===== src/rtl/fifo_rd_ctrl_pkg.sv =====
// Shared types and constants for the FIFO read-side sequencer.
// Used by fifo_rd_ctrl and fifo_rd_ctrl_to_cnt.
package fifo_rd_ctrl_pkg;

  localparam int DATA_WIDTH_DEF = 8;
  localparam int TO_W_DEF       = 6;
  localparam int FRM_CNT_W      = 16;

  typedef enum logic [2:0] {
    IDLE      = 3'd0,
    POP       = 3'd1,
    LOAD      = 3'd2,
    WAIT_BUSY = 3'd3,
    WAIT_DONE = 3'd4
  } state_e;

endpackage


===== src/rtl/fifo_rd_ctrl_to_cnt.sv =====
// Busy-wait timeout counter: cleared on LOAD, counts WAIT_BUSY cycles, and flags terminal
// count on the cycle whose increment reaches all-ones (2**TO_W-1 cycles after the clear).
module fifo_rd_ctrl_to_cnt
  import fifo_rd_ctrl_pkg::*;
#(
  parameter int TO_W = TO_W_DEF
) (
  input  logic R_CLK,
  input  logic R_RST,
  input  logic i_clr,
  input  logic i_inc,
  output logic o_tc
);

  logic [TO_W-1:0] r_cnt;
  logic [TO_W-1:0] w_cnt_nxt;

  assign w_cnt_nxt = r_cnt + 1'b1;
  assign o_tc      = i_inc && (w_cnt_nxt == {TO_W{1'b1}});

  // NOTE: sequential state uses non-blocking assignments so every register samples
  // pre-edge values, independent of block evaluation order.
  always_ff @(posedge R_CLK or negedge R_RST) begin
    if (!R_RST) begin
      r_cnt <= '0;
    end else if (i_clr) begin
      r_cnt <= '0;
    end else if (i_inc) begin
      r_cnt <= w_cnt_nxt;
    end
  end

endmodule


===== src/rtl/fifo_rd_ctrl.sv =====
// Read-side sequencer: pops one FIFO word, holds it and hands it to the UART transmitter.
// Optional frame counter output FRM_CNT is built when FIFO_RD_CTRL_CNT_EN is defined.
module fifo_rd_ctrl
  import fifo_rd_ctrl_pkg::*;
#(
  parameter int DATA_WIDTH = DATA_WIDTH_DEF,
  parameter int TO_W       = TO_W_DEF
) (
  input  logic                  R_CLK,
  input  logic                  R_RST,
  input  logic                  EN,
  input  logic                  EMPTY,
  input  logic [DATA_WIDTH-1:0] RD_DATA,
  output logic                  Rinc,
  output logic [DATA_WIDTH-1:0] TX_DATA,
  output logic                  TX_VLD,
  input  logic                  TX_BUSY,
  output logic                  ERR_TO
`ifdef FIFO_RD_CTRL_CNT_EN
  ,
  output logic [FRM_CNT_W-1:0]  FRM_CNT
`endif
);

  state_e                r_state;
  state_e                w_state_nxt;
  logic                  r_rinc;
  logic                  r_tx_vld;
  logic [DATA_WIDTH-1:0] r_tx_data;
  logic                  r_err_to;
  logic                  w_to_clr;
  logic                  w_to_inc;
  logic                  w_to_tc;
  logic                  w_err_set;

  fifo_rd_ctrl_to_cnt #(
    .TO_W (TO_W)
  ) u_to_cnt (
    .R_CLK (R_CLK),
    .R_RST (R_RST),
    .i_clr (w_to_clr),
    .i_inc (w_to_inc),
    .o_tc  (w_to_tc)
  );

  // NOTE: every output of this block gets a default first, so no path leaves one
  // unassigned and no latch is inferred.
  always_comb begin
    w_state_nxt = r_state;
    w_to_clr    = 1'b0;
    w_to_inc    = 1'b0;
    w_err_set   = 1'b0;
    case (r_state)
      IDLE: begin
        if (EN && !EMPTY && !TX_BUSY) begin
          w_state_nxt = POP;
        end
      end
      POP: begin
        w_state_nxt = LOAD;
      end
      LOAD: begin
        w_to_clr    = 1'b1;
        w_state_nxt = WAIT_BUSY;
      end
      WAIT_BUSY: begin
        if (TX_BUSY) begin
          w_state_nxt = WAIT_DONE;
        end else begin
          w_to_inc = 1'b1;
          if (w_to_tc) begin
            // Retry the held word; nothing new is popped.
            w_err_set   = 1'b1;
            w_state_nxt = LOAD;
          end
        end
      end
      WAIT_DONE: begin
        if (!TX_BUSY) begin
          w_state_nxt = IDLE;
        end
      end
      default: begin
        w_state_nxt = IDLE;
      end
    endcase
  end

  // Strobes are registered from the next-state decode so they are glitch-free.
  always_ff @(posedge R_CLK or negedge R_RST) begin
    if (!R_RST) begin
      r_state  <= IDLE;
      r_rinc   <= 1'b0;
      r_tx_vld <= 1'b0;
      r_err_to <= 1'b0;
    end else begin
      r_state  <= w_state_nxt;
      r_rinc   <= (w_state_nxt == POP);
      r_tx_vld <= (w_state_nxt == LOAD);
      if (w_err_set) begin
        r_err_to <= 1'b1;
      end
    end
  end

  // NOTE: the held word is a plain register, not a memory, so it takes a reset value
  // and the transmitter never sees an unknown word.
  always_ff @(posedge R_CLK or negedge R_RST) begin
    if (!R_RST) begin
      r_tx_data <= '0;
    end else if (r_state == POP) begin
      r_tx_data <= RD_DATA;
    end
  end

  assign Rinc    = r_rinc;
  assign TX_VLD  = r_tx_vld;
  assign TX_DATA = r_tx_data;
  assign ERR_TO  = r_err_to;

`ifdef FIFO_RD_CTRL_CNT_EN
  logic                 w_frm_done;
  logic [FRM_CNT_W-1:0] r_frm_cnt;

  assign w_frm_done = (r_state == WAIT_DONE) && !TX_BUSY;

  always_ff @(posedge R_CLK or negedge R_RST) begin
    if (!R_RST) begin
      r_frm_cnt <= '0;
    end else if (w_frm_done) begin
      r_frm_cnt <= r_frm_cnt + 1'b1;
    end
  end

  assign FRM_CNT = r_frm_cnt;
`endif

endmodule


===== config.mk =====
export PLATFORM = sky130hd
export DESIGN_NAME = fifo_rd_ctrl
export DESIGN_NICKNAME = d
export VERILOG_FILES = /design/src/rtl/fifo_rd_ctrl_pkg.sv /design/src/rtl/fifo_rd_ctrl_to_cnt.sv /design/src/rtl/fifo_rd_ctrl.sv
export SDC_FILE = /design/constraint.sdc
export NUM_CORES = 1
export LEC_CHECK = 0
export CAP_MARGIN = 20
export CORE_MARGIN = 5
export CORE_UTILIZATION = 55
export CTS_BUF_LIST = sky130_fd_sc_hd__clkbuf_4
export CTS_CLUSTER_SIZE = 25
export DETAILED_ROUTE_END_ITERATION = 7
export DONT_BUFFER_PORTS = 1
export PLACE_DENSITY = 0.7
export SYNTH_ARGS = -nofsm -noshare
export SYNTH_HDL_FRONTEND = slang
export SYNTH_HIERARCHICAL = 1
export SYNTH_SLANG_ARGS = --single-unit

===== constraint.sdc =====
create_clock -name R_CLK -period 3.16 [get_ports R_CLK]
set_input_delay 0.316 -clock R_CLK [delete_from_list [all_inputs] [get_ports R_CLK]]
set_output_delay 0.316 -clock R_CLK [all_outputs]
set_load 0.01 [all_outputs]

==> results.sh <==
export IMPL_run_status="completed"
export IMPL_synth_area_leaders="sky130_fd_sc_hd__dfrtp_1 57%, sky130_fd_sc_hd__mux2_2 10%, sky130_fd_sc_hd__xor2_1 4.0%"
export IMPL_power_sequential_fraction_pct=51.9
export IMPL_final_layout_size_suffix_gt1_share_pct=20.00
export IMPL_finalSetupViolations=0
export IMPL_cts_resized=0
export IMPL_ys_ff_latch=20
export IMPL_design_portCount=24
export IMPL_final_min_clock_period_ns=1.937
export IMPL_input_output_buffers=0
export IMPL_first_pass_iters=3
export IMPL_post_layout_net_count=91
export IMPL_syn_nets=87
export IMPL_synth_cell_type_count=27
export IMPL_avgRoutedWirePerCell_um=15.05
export IMPL_tritoncts_clock_tree="yes"
export IMPL_clkSlewWorstSetupHoldPaths_ns=0.11
export IMPL_holdBufCountCts=1
export IMPL_post_synth_top_area_cell="sky130_fd_sc_hd__dfrtp_1"
export IMPL_syn2layout_area_growth_pct=8.239
export IMPL_multiInputGateArea_um2=362.8
export IMPL_number_of_enable_type_register_cells_in_the_synthesized_netlist=0
export IMPL_critical_path_class="register to register"
export IMPL_fin_worst_skew_ns=0.002632
export IMPL_total_power_uw=874.3
export IMPL_swShare_pct=32.88
export IMPL_timing_critical_path_to_type="register"
export IMPL_timing_slew_headroom_pct=42.54
export IMPL_synth_mux_area_share_pct=10.23
export IMPL_groute_usage_overall_pct=11.96
export IMPL_core_area_um2=1506
export IMPL_internal_power_uw=586.8
export IMPL_final_hold_violation_count=0
export IMPL_die_y_um=50.02
export IMPL_postSynthCellCount=72
export IMPL_sequential_share_of_the_synthesized_area_pct=56.82
export IMPL_compound_cell_area_share_of_the_yosys_netlist_pct=5.398
export IMPL_first_iter_violations=7
export IMPL_power_clock_fraction_pct=23.5
export IMPL_netSwitchingPower_uw=287.5
export IMPL_hpwlAfterDp_um=1026
export IMPL_p_per_area_nw_per_um2=917.1
export IMPL_use_met2_pct=18.41
export IMPL_yosysMostFrequentCell="sky130_fd_sc_hd__dfrtp_1"
export IMPL_hold_path_startpoint="TX_BUSY"
export IMPL_area_occupied_by_registers_um2=500.5
export IMPL_achievable_frequency_ghz=0.5163
export IMPL_grt_busiest_layer="met2"
export IMPL_yosys_area_share_simple_pct=16.76
export IMPL_core_rowCount=14
export IMPL_worst_ep_arrival_time_ns=2.13
export IMPL_insertion_delay_ns=0.30
export IMPL_first_global_vias=530
export IMPL_die_area_um2=2502
export IMPL_met1_track_usage_gr_pct=15.05
export IMPL_leakage_nw=0.4183
export IMPL_yosysWarnings=6
export IMPL_drt_antenna_violating_nets=0
export IMPL_r2r_start="r_state[2]"
export IMPL_timing_max_transition_violations_final=0
export IMPL_grt_setup_unrepaired="no"
export IMPL_die_width_um=50.02
export IMPL_netlist_area_um2=880.8
export IMPL_holdCritPathClass="input pin to register"
export IMPL_ys_async_sr_fraction_pct=100.0
export IMPL_totalNegativeSetupSlack_ns=0
export IMPL_critical_path_startpoint="r_state[2]"
export IMPL_irDropWorstVdd_mv=0.5947
export IMPL_synth_cells_most_frequent="20 x sky130_fd_sc_hd__dfrtp_1, 8 x sky130_fd_sc_hd__mux2_2, 6 x sky130_fd_sc_hd__nor2_1"
export IMPL_grt_remaining_overflow=0
export IMPL_combinational_family_with_the_most_area_after_synthesis="simple AND/OR/NAND/NOR gates"
export IMPL_cts_sinks=20
export IMPL_maxCapViolations=0
export IMPL_comb_power_share_pct=24.6
export IMPL_critical_path_startpoint_type="register"
export IMPL_antenna_found_initial=0
export IMPL_grtUsageMet3_pct=5.723
export IMPL_worst_hold_slack_ns=0.1509
export IMPL_post_route_drc_count=0
export IMPL_clock_path_buffers=2
export IMPL_htree_depth=1
export IMPL_synth_adder_area_share_pct=2.841
export IMPL_timing_final_crit_share_pct=61.29
export IMPL_cts_root_buf="sky130_fd_sc_hd__clkbuf_4"
export IMPL_gp_congestion=0.7578
export IMPL_worstMarginPinSlew_ns=0.8591
export IMPL_initial_utilization_pct=58.47
export IMPL_viasPerCell=5.912
export IMPL_synth_xor_xnor_area_share_pct=5.966
export IMPL_crit_path_max_fanout=9
export IMPL_pin_count_of_the_biggest_net_entering_global_routing=21
export IMPL_critical_path_required_ns=3.36
export IMPL_synth_top_cell_area_share_pct=56.82
export IMPL_routed_via_count=538
export IMPL_post_synth_cell_area_avg_um2=12.23
export IMPL_num_antenna_cells=0
export IMPL_grt_first_pass_wirelength_um=2346
export IMPL_totalWireLength_um=1370
export IMPL_layout_filler_cells=118
export IMPL_numCtsBuffers=3
export IMPL_synth_ff_type="sky130_fd_sc_hd__dfrtp_1"
export IMPL_post_cts_repair_setup_buffers=0
==> cell type report <==
| class | instances | area share [%] |
|---|---|---|
| clock inverter | 1 | 3.150 |
| clock buffer | 3 | 2.362 |
| multi-input combinational | 48 | 38.06 |
| sequential | 20 | 52.49 |
| tap | 16 | 2.100 |
| inverter | 2 | 0.7874 |
| timing repair buffer | 1 | 1.050 |
==> sequential cells by signal, summed over array words and instances, names as in the netlist <==
name            count
ERR_TO              1
u_to_cnt/r_cnt      6
r_state             3
TX_VLD              1
TX_DATA             8
Rinc                1
==> metrics by stage <==
stage,util (%),instance area (µm²),cells,worst slack (ns)
final,63.29,953.4,91,1.223
after global routing,63.29,953.4,91,1.095
after global placement,59.14,890.9,86,1.372
after detailed placement,59.14,890.9,86,1.242
after CTS,63.29,953.4,91,1.230
after floorplan,-,880.8,72,1.473
==> critical path, cell delays in order, from the launching register on <==
cell and delay (ns):
sky130_fd_sc_hd__dfrtp_1 0.44, sky130_fd_sc_hd__nor2_1 0.17, sky130_fd_sc_hd__and3_1 0.37, sky130_fd_sc_hd__nand4_1 0.13, sky130_fd_sc_hd__nor3_1 0.37, sky130_fd_sc_hd__inv_1 0.08
sky130_fd_sc_hd__a311o_1 0.27
==> layout by cell type, fill, tap and decap left out, types with 2 or more instances in the layout <==
cell	netlist	routed
sky130_fd_sc_hd__nor3_1	2	2
sky130_fd_sc_hd__mux2_2	8	8
sky130_fd_sc_hd__xor2_1	4	4
sky130_fd_sc_hd__xnor2_1	2	2
sky130_fd_sc_hd__nand2b_1	2	2
sky130_fd_sc_hd__clkbuf_4	0	3
sky130_fd_sc_hd__nor2_1	6	6
sky130_fd_sc_hd__nand2_1	2	2
sky130_fd_sc_hd__inv_1	2	2
sky130_fd_sc_hd__nand4_1	3	3
sky130_fd_sc_hd__ha_1	2	2
sky130_fd_sc_hd__and3_1	2	2
sky130_fd_sc_hd__a21oi_1	2	2
sky130_fd_sc_hd__dfrtp_1	20	20
==> logic make-up after synthesis <==
| group | after synthesis |
|---|---|
| AOI/OAI and AO/OA | 7 |
| xor gates and xnor gates | 6 |
| adders and majority gates | 2 |
| buffers and inverters | 4 |
| DFF | 20 |
| muxes | 8 |
| and+or+nand+nor | 25 |
==> worst paths after layout <==
path	to	slack, ns	cells past startpoint
max	r_state[0]	1.22	6
min	r_state[2]	0.15	1
max reg2reg	r_state[0]	1.22	6
min reg2reg	r_state[1]	0.54	1
max in group asynchronous	u_to_cnt/r_cnt[3]	2.07	1
min in group asynchronous	u_to_cnt/r_cnt[2]	0.56	1
==> metal layers <==
metal | wire, µm | up-vias | share of wire (%)
li1 | - | 256 | -
met4 | 9 | 0 | 0.66
met1 | 597 | 260 | 44
met2 | 617 | 20 | 45
met5 | 0 | - | 0
met3 | 146 | 2 | 11
==> power by group through the flow <==
stage                     sequential [mW]  clock [mW]  combinational, mW
after global placement              0.456           0              0.206
after detailed placement            0.460           0              0.213
after global routing                0.468       0.228              0.243
after floorplan                     0.429           0              0.202
after CTS                           0.455       0.213              0.219
final                               0.453       0.206              0.215
No activity file was read; power rests on OpenSTA's default activity.
